File: config.mk
export PLATFORM = sky130hd
export DESIGN_NAME = uart_frame_parser
export DESIGN_NICKNAME = d
export VERILOG_FILES = /design/src/rtl/uart_frame_parser.sv
export SDC_FILE = /design/constraint.sdc
export NUM_CORES = 1
export LEC_CHECK = 0
export ABC_AREA = 1
export CELL_PAD_IN_SITES_DETAIL_PLACEMENT = 0
export CELL_PAD_IN_SITES_GLOBAL_PLACEMENT = 1
export CORE_MARGIN = 2
export CORE_UTILIZATION = 46
export CTS_CLUSTER_SIZE = 8
export DETAILED_ROUTE_END_ITERATION = 6
export PLACE_DENSITY = 0.81
export SLEW_MARGIN = 20
export SYNTH_ARGS = -nofsm -noshare
export SYNTH_HDL_FRONTEND = slang
export SYNTH_SLANG_ARGS = --single-unit
File: constraint.sdc
create_clock -name CLK -period 10.2 [get_ports CLK]
set_clock_uncertainty 0.1 [all_clocks]
set_input_delay 3.06 -clock CLK [delete_from_list [all_inputs] [get_ports CLK]]
set_output_delay 3.06 -clock CLK [all_outputs]
set_load 0.03 [all_outputs]
File: src/rtl/uart_frame_parser.sv
// rtl/uart_frame_parser.sv - splits a UART byte stream into single-byte commands and escape-started image frames
module uart_frame_parser #(
  parameter int         RES_BYTES = 2,
  parameter int         PIX_BYTES = 1,
  parameter logic [7:0] ESC_CODE  = 8'h00
) (
  input  logic                   CLK,
  input  logic                   RST,
  input  logic [7:0]             rx_data,
  input  logic                   rx_valid,
  output logic [7:0]             cmd_out,
  output logic                   cmd_valid,
  output logic [8*PIX_BYTES-1:0] pix_data,
  output logic                   pix_valid,
  output logic                   pix_en,
  output logic [8*RES_BYTES-1:0] img_vres,
  output logic [8*RES_BYTES-1:0] img_hres,
  output logic                   hdr_done,
  output logic                   frame_done,
  output logic                   hdr_err
);

  localparam int RW   = 8 * RES_BYTES;
  localparam int PW   = 8 * PIX_BYTES;
  localparam int MAXB = (RES_BYTES > PIX_BYTES) ? RES_BYTES : PIX_BYTES;
  localparam int CW   = $clog2(MAXB + 1);

  localparam logic [CW-1:0] RES_LAST = CW'(RES_BYTES - 1);
  localparam logic [CW-1:0] PIX_LAST = CW'(PIX_BYTES - 1);

  localparam logic [1:0] S_CMD   = 2'd0;
  localparam logic [1:0] S_HDR_V = 2'd1;
  localparam logic [1:0] S_HDR_H = 2'd2;
  localparam logic [1:0] S_PIX   = 2'd3;

  logic [1:0]      state;
  logic [CW-1:0]   byte_cnt;
  logic [RW-1:0]   vres_stage;
  logic [RW-1:0]   hres_stage;
  logic [PW-1:0]   pix_stage;
  logic [2*RW-1:0] total;
  logic [2*RW-1:0] pix_cnt;

  // Staging registers shift MSB first; the top byte falls off the wide shift vector.
  logic [RW+7:0]   vres_shift;
  logic [RW+7:0]   hres_shift;
  logic [PW+7:0]   pix_shift;
  logic [RW-1:0]   hres_next;
  logic [2*RW-1:0] pix_cnt_inc;
  logic [2*RW-1:0] product;

  assign vres_shift  = {vres_stage, rx_data};
  assign hres_shift  = {hres_stage, rx_data};
  assign pix_shift   = {pix_stage, rx_data};
  assign hres_next   = hres_shift[RW-1:0];
  assign pix_cnt_inc = pix_cnt + 1'b1;
  // Full-width product so large resolutions never truncate the pixel total.
  assign product     = {{RW{1'b0}}, vres_stage} * {{RW{1'b0}}, hres_next};

  always_ff @(posedge CLK) begin
    if (RST) begin
      state      <= S_CMD;
      byte_cnt   <= '0;
      vres_stage <= '0;
      hres_stage <= '0;
      pix_stage  <= '0;
      total      <= '0;
      pix_cnt    <= '0;
      cmd_out    <= '0;
      cmd_valid  <= 1'b0;
      pix_data   <= '0;
      pix_valid  <= 1'b0;
      pix_en     <= 1'b0;
      img_vres   <= '0;
      img_hres   <= '0;
      hdr_done   <= 1'b0;
      frame_done <= 1'b0;
      hdr_err    <= 1'b0;
    end else begin
      cmd_valid  <= 1'b0;
      pix_valid  <= 1'b0;
      hdr_done   <= 1'b0;
      frame_done <= 1'b0;
      hdr_err    <= 1'b0;
      if (rx_valid) begin
        case (state)
          S_CMD: begin
            if (rx_data == ESC_CODE) begin
              state    <= S_HDR_V;
              byte_cnt <= '0;
            end else begin
              cmd_out   <= rx_data;
              cmd_valid <= 1'b1;
            end
          end
          S_HDR_V: begin
            vres_stage <= vres_shift[RW-1:0];
            if (byte_cnt == RES_LAST) begin
              byte_cnt <= '0;
              state    <= S_HDR_H;
            end else begin
              byte_cnt <= byte_cnt + 1'b1;
            end
          end
          S_HDR_H: begin
            hres_stage <= hres_next;
            if (byte_cnt == RES_LAST) begin
              byte_cnt <= '0;
              if (vres_stage == '0 || hres_next == '0) begin
                hdr_err <= 1'b1;
                state   <= S_CMD;
              end else begin
                img_vres <= vres_stage;
                img_hres <= hres_next;
                hdr_done <= 1'b1;
                pix_en   <= 1'b1;
                total    <= product;
                pix_cnt  <= '0;
                state    <= S_PIX;
              end
            end else begin
              byte_cnt <= byte_cnt + 1'b1;
            end
          end
          S_PIX: begin
            pix_stage <= pix_shift[PW-1:0];
            if (byte_cnt == PIX_LAST) begin
              byte_cnt  <= '0;
              pix_data  <= pix_shift[PW-1:0];
              pix_valid <= 1'b1;
              pix_cnt   <= pix_cnt_inc;
              if (pix_cnt_inc == total) begin
                frame_done <= 1'b1;
                pix_en     <= 1'b0;
                state      <= S_CMD;
              end
            end else begin
              byte_cnt <= byte_cnt + 1'b1;
            end
          end
          default: state <= S_CMD;
        endcase
      end
    end
  end

endmodule

==> summary.md, run 1 <==
| Metric | Value |
|---|---|
| Run status | finished clean |
| Crit Path Category | in2reg |
| Leading cell type in the layout, fill and taps excluded | sky130_fd_sc_hd__nand2_1 |
| Count of flip-flops with a built-in enable after synthesis | 0 |
| Nets in the synthesized netlist | 2570 |
| DRC violation count after routing | 0 |
| Unrepaired setup endpoints after global routing | false |
| Height of the die | 190 um |
| Distinct cell type count after synthesis | 43 |
| Total track usage | 0.260 |
| Area growth, synth to finish | 10.3% |
| Number of vias in the routed layout | 13.7k |
| Global-route wire length before repair | 72900 um |
| Static leakage | 9.04 nW |
| Maximum fanout count along the critical path | 18 |
| Post-route minimum period | 9.11 ns |
| Port Buf Inserts | 64 |
| Iteration count of the initial detailed-routing pass | 5 |
| Number of standard cells after synthesis | 2251 |
| Die X | 190 um |
| Number of antenna violations at the first check in global routing | 0 |
| CTS HTree Levels | 4 |
| Final routed wire length divided by cell count | 16.5 um |
| Clock latency reported for the late side of the worst-skew pair | 0.45 ns |
| Most used cell along the critical path | sky130_fd_sc_hd__inv_1 |
| Total congestion overflow | 0 |
| Number of buffers inserted by hold repair at cts | 0 |
| Number of sinks handled by clock tree synthesis | 146 |
| Number of buffers on the longest clock path | 2 |
| Worst setup SP type | input port |
| Number of endpoints failing setup at the final stage | 0 |
| DRT met1 WL | 20500 um |
| Timing-limited maximum frequency | 110 MHz |
| Effective utilization at floorplan | 0.470 |
| Placement row count | 67 |
| Number of warnings printed during yosys synthesis | 0 |
| Commonest cells after routing, fill and taps aside | 618 x sky130_fd_sc_hd__nand2_1, 483 x sky130_fd_sc_hd__inv_1, 194 x sky130_fd_sc_hd__fa_1 |
| Maximum number of pins on one net before global-route repair | 80 |
| CP max stage cell | sky130_fd_sc_hd__clkdlybuf4s50_1 |
| Most used DFF post-synth | sky130_fd_sc_hd__dfxtp_1 |
| Kind of cell with the highest combined delay on the critical path | adder cells |
| Antenna diodes | 0 |
| Proportion of register bits with asynchronous set or reset after synthesis | 0 |
| Top routing layer in use | met4 |
| Via count of the first global-routing pass | 13.8k |
| Clock slew at the register clock pins of the worst setup and hold paths | 0.07 ns |
| Final count of hold timing violations | 0 |
| Total standard cell area after synthesis | 15900 um^2 |
| Placeable core region | 33700 um^2 |
| Actual transition at the worst max-transition pin | 1.14 ns |
| Average via count per standard cell | 5.04 |
| Avg Synthesized Cell Area | 7.04 um^2 |
| Total Power Consumption | 1.27 mW |
| Wire length on met3 | 1860 um |
| Class of the tightest hold or removal check | reg2reg |
| DRT iter0 DRCs | 894 |
| Arr. time, crit path | 9.36 ns |
| Fraction of layout cells with a size suffix above 1 | 0.0391 |
| Inserted Clock Buffers | 17 |
| Crit path buf inv count | 8 |
| Non-Filler Instances | 2722 |
| Required time of the critical path | 10.45 ns |
| Proportion of synthesized chip area in sequential cells | 0.184 |
| Total power divided by cell area | 72.9 nW/um^2 |
| Final GP Congestion | 0.882 |
| Placed cell count | 2690 |
| Antenna-violating nets left | 0 |
| Number of max-slew violations in the final report | 0 |
| Max-cap check violation count | 0 |
| Ports | 65 |
| Worst supply voltage drop on vdd | 0.000103 V |
| Worst slew margin | 0.240 |
| Flops & latches, synth | 146 |
| Detail Route met2 WL | 20800 um |
| Slowest cell delay on critical path | 1.13 ns |
| Number of cells upsized or downsized after cts | 0 |
| Critical path capture point type | flop |
| Layout Nets | 2580 |
| Post-detailed-placement half-perimeter wirelength | 34300 um |
| Detailed Route WL | 44900 um |
| CTS tree | built |
| Die Outline Area | 36000 um^2 |
| Accumulated negative setup slack | 0 ns |
| Clock root buffer | sky130_fd_sc_hd__clkbuf_16 |
| Post-CTS setup buffer count | 0 |
| Period Utilization, post-route | 0.893 |
layer usage:
metal | global-route usage | up-vias
met2 | 0.426 | 324
met3 | 0.0330 | 75
met1 | 0.349 | 6524
met5 | 0 | -
li1 | - | 6783
met4 | 0.106 | 0
power by group:
group          leakage [nW]  internal, mW  switching (mW)
Combinational          7.60        0.0167          0.0424
Sequential             1.18         0.572         0.00142
Clock                 0.269         0.364           0.278
cells in the mapped netlist (all sizes together), types with 2 or more instances:
cell / number / area [um^2]
nor2: 151 / 633
o21bai: 6 / 48.8
a221oi: 2 / 17.5
inv: 485 / 1820
nand2: 626 / 2380
o21ai: 79 / 395
fa: 194 / 3880
a31oi: 3 / 18.8
nor3: 3 / 15.0
xnor2: 10 / 87.6
a21boi: 2 / 15.0
clkbuf: 79 / 297
nand3b: 5 / 37.5
dfxtp: 146 / 2920
a21oi: 149 / 749
nand4: 8 / 50.1
or2: 4 / 25.0
a21o: 4 / 30.0
o211ai: 6 / 45.0
a211oi: 2 / 15.0
ha: 114 / 1430
buf: 25 / 101
xor2: 14 / 123
nor4: 8 / 50.1
nand3: 120 / 611
state kept, by name, indices dropped and copies added (netlist names):
signal	cells
total	32
pix_en	1
cmd_valid	1
vres_stage	16
cmd_out	8
state	2
hres_stage	8
hdr_done	1
hdr_err	1
byte_cnt	2
img_hres	16
pix_data	8
pix_cnt	32
img_vres	16
pix_valid	1
frame_done	1
final timing paths:
check / start / to / slack, ns / depth (start not counted)
worst max-delay path: rx_data[7] / total[28] / 1.09 / 26
worst min register to register: pix_data[7] / pix_data[7] / 0.35 / 2
worst max register to register: vres_stage[13] / total[28] / 3.81 / 23
worst min-delay path: pix_data[7] / pix_data[7] / 0.35 / 2
through the flow:
step,hold WS (ns),utilization,setup WS (ns),instance area [um^2]
detailed placement,0.343,0.501,0.610,16900
finish,0.350,0.519,1.09,17500
CTS,0.352,0.519,1.06,17500
global route,0.385,0.519,0.612,17500
floorplan,0.331,-,1.95,15900
global placement,0.332,0.501,0.763,16900
cell families (layout without fill, tap and decap cells):
group	count (synthesis)	count (layout)	share of synthesized area
AND/OR/NAND/NOR	926	926	0.240
buffers and inverters	590	613	0.140
adder cells (fa/ha/maj)	308	308	0.335
XOR/XNOR	25	25	0.0147
flip-flops	146	146	0.184
AO/OA/AOI/OAI	256	256	0.0858
area by class of cell:
| cell class | count | area [um^2] |
|---|---|---|
| repair buffers | 95 | 871 |
| clock inverters | 13 | 153 |
| flip-flops and latches | 146 | 2920 |
| clock buffers | 19 | 433 |
| fillers | 3421 | 16200 |
| well taps | 448 | 561 |
| inverters | 486 | 1820 |
| multi-input cells | 1515 | 10700 |
worst min-delay path, delay by kind of cell (launching register included):
family / cells / cell delay [ns]
buf+inv: 1 / 0.05
compound gates: 1 / 0.05
flops: 1 / 0.31
(Power assumes the default switching activity.)
==> inputs of run 2 (changes only) <==
- HOLD_SLACK_MARGIN: not set -> 0.1
==> results of run 2 <==
Same layout as run 1: the final DEF is identical, and so are final timing and power.
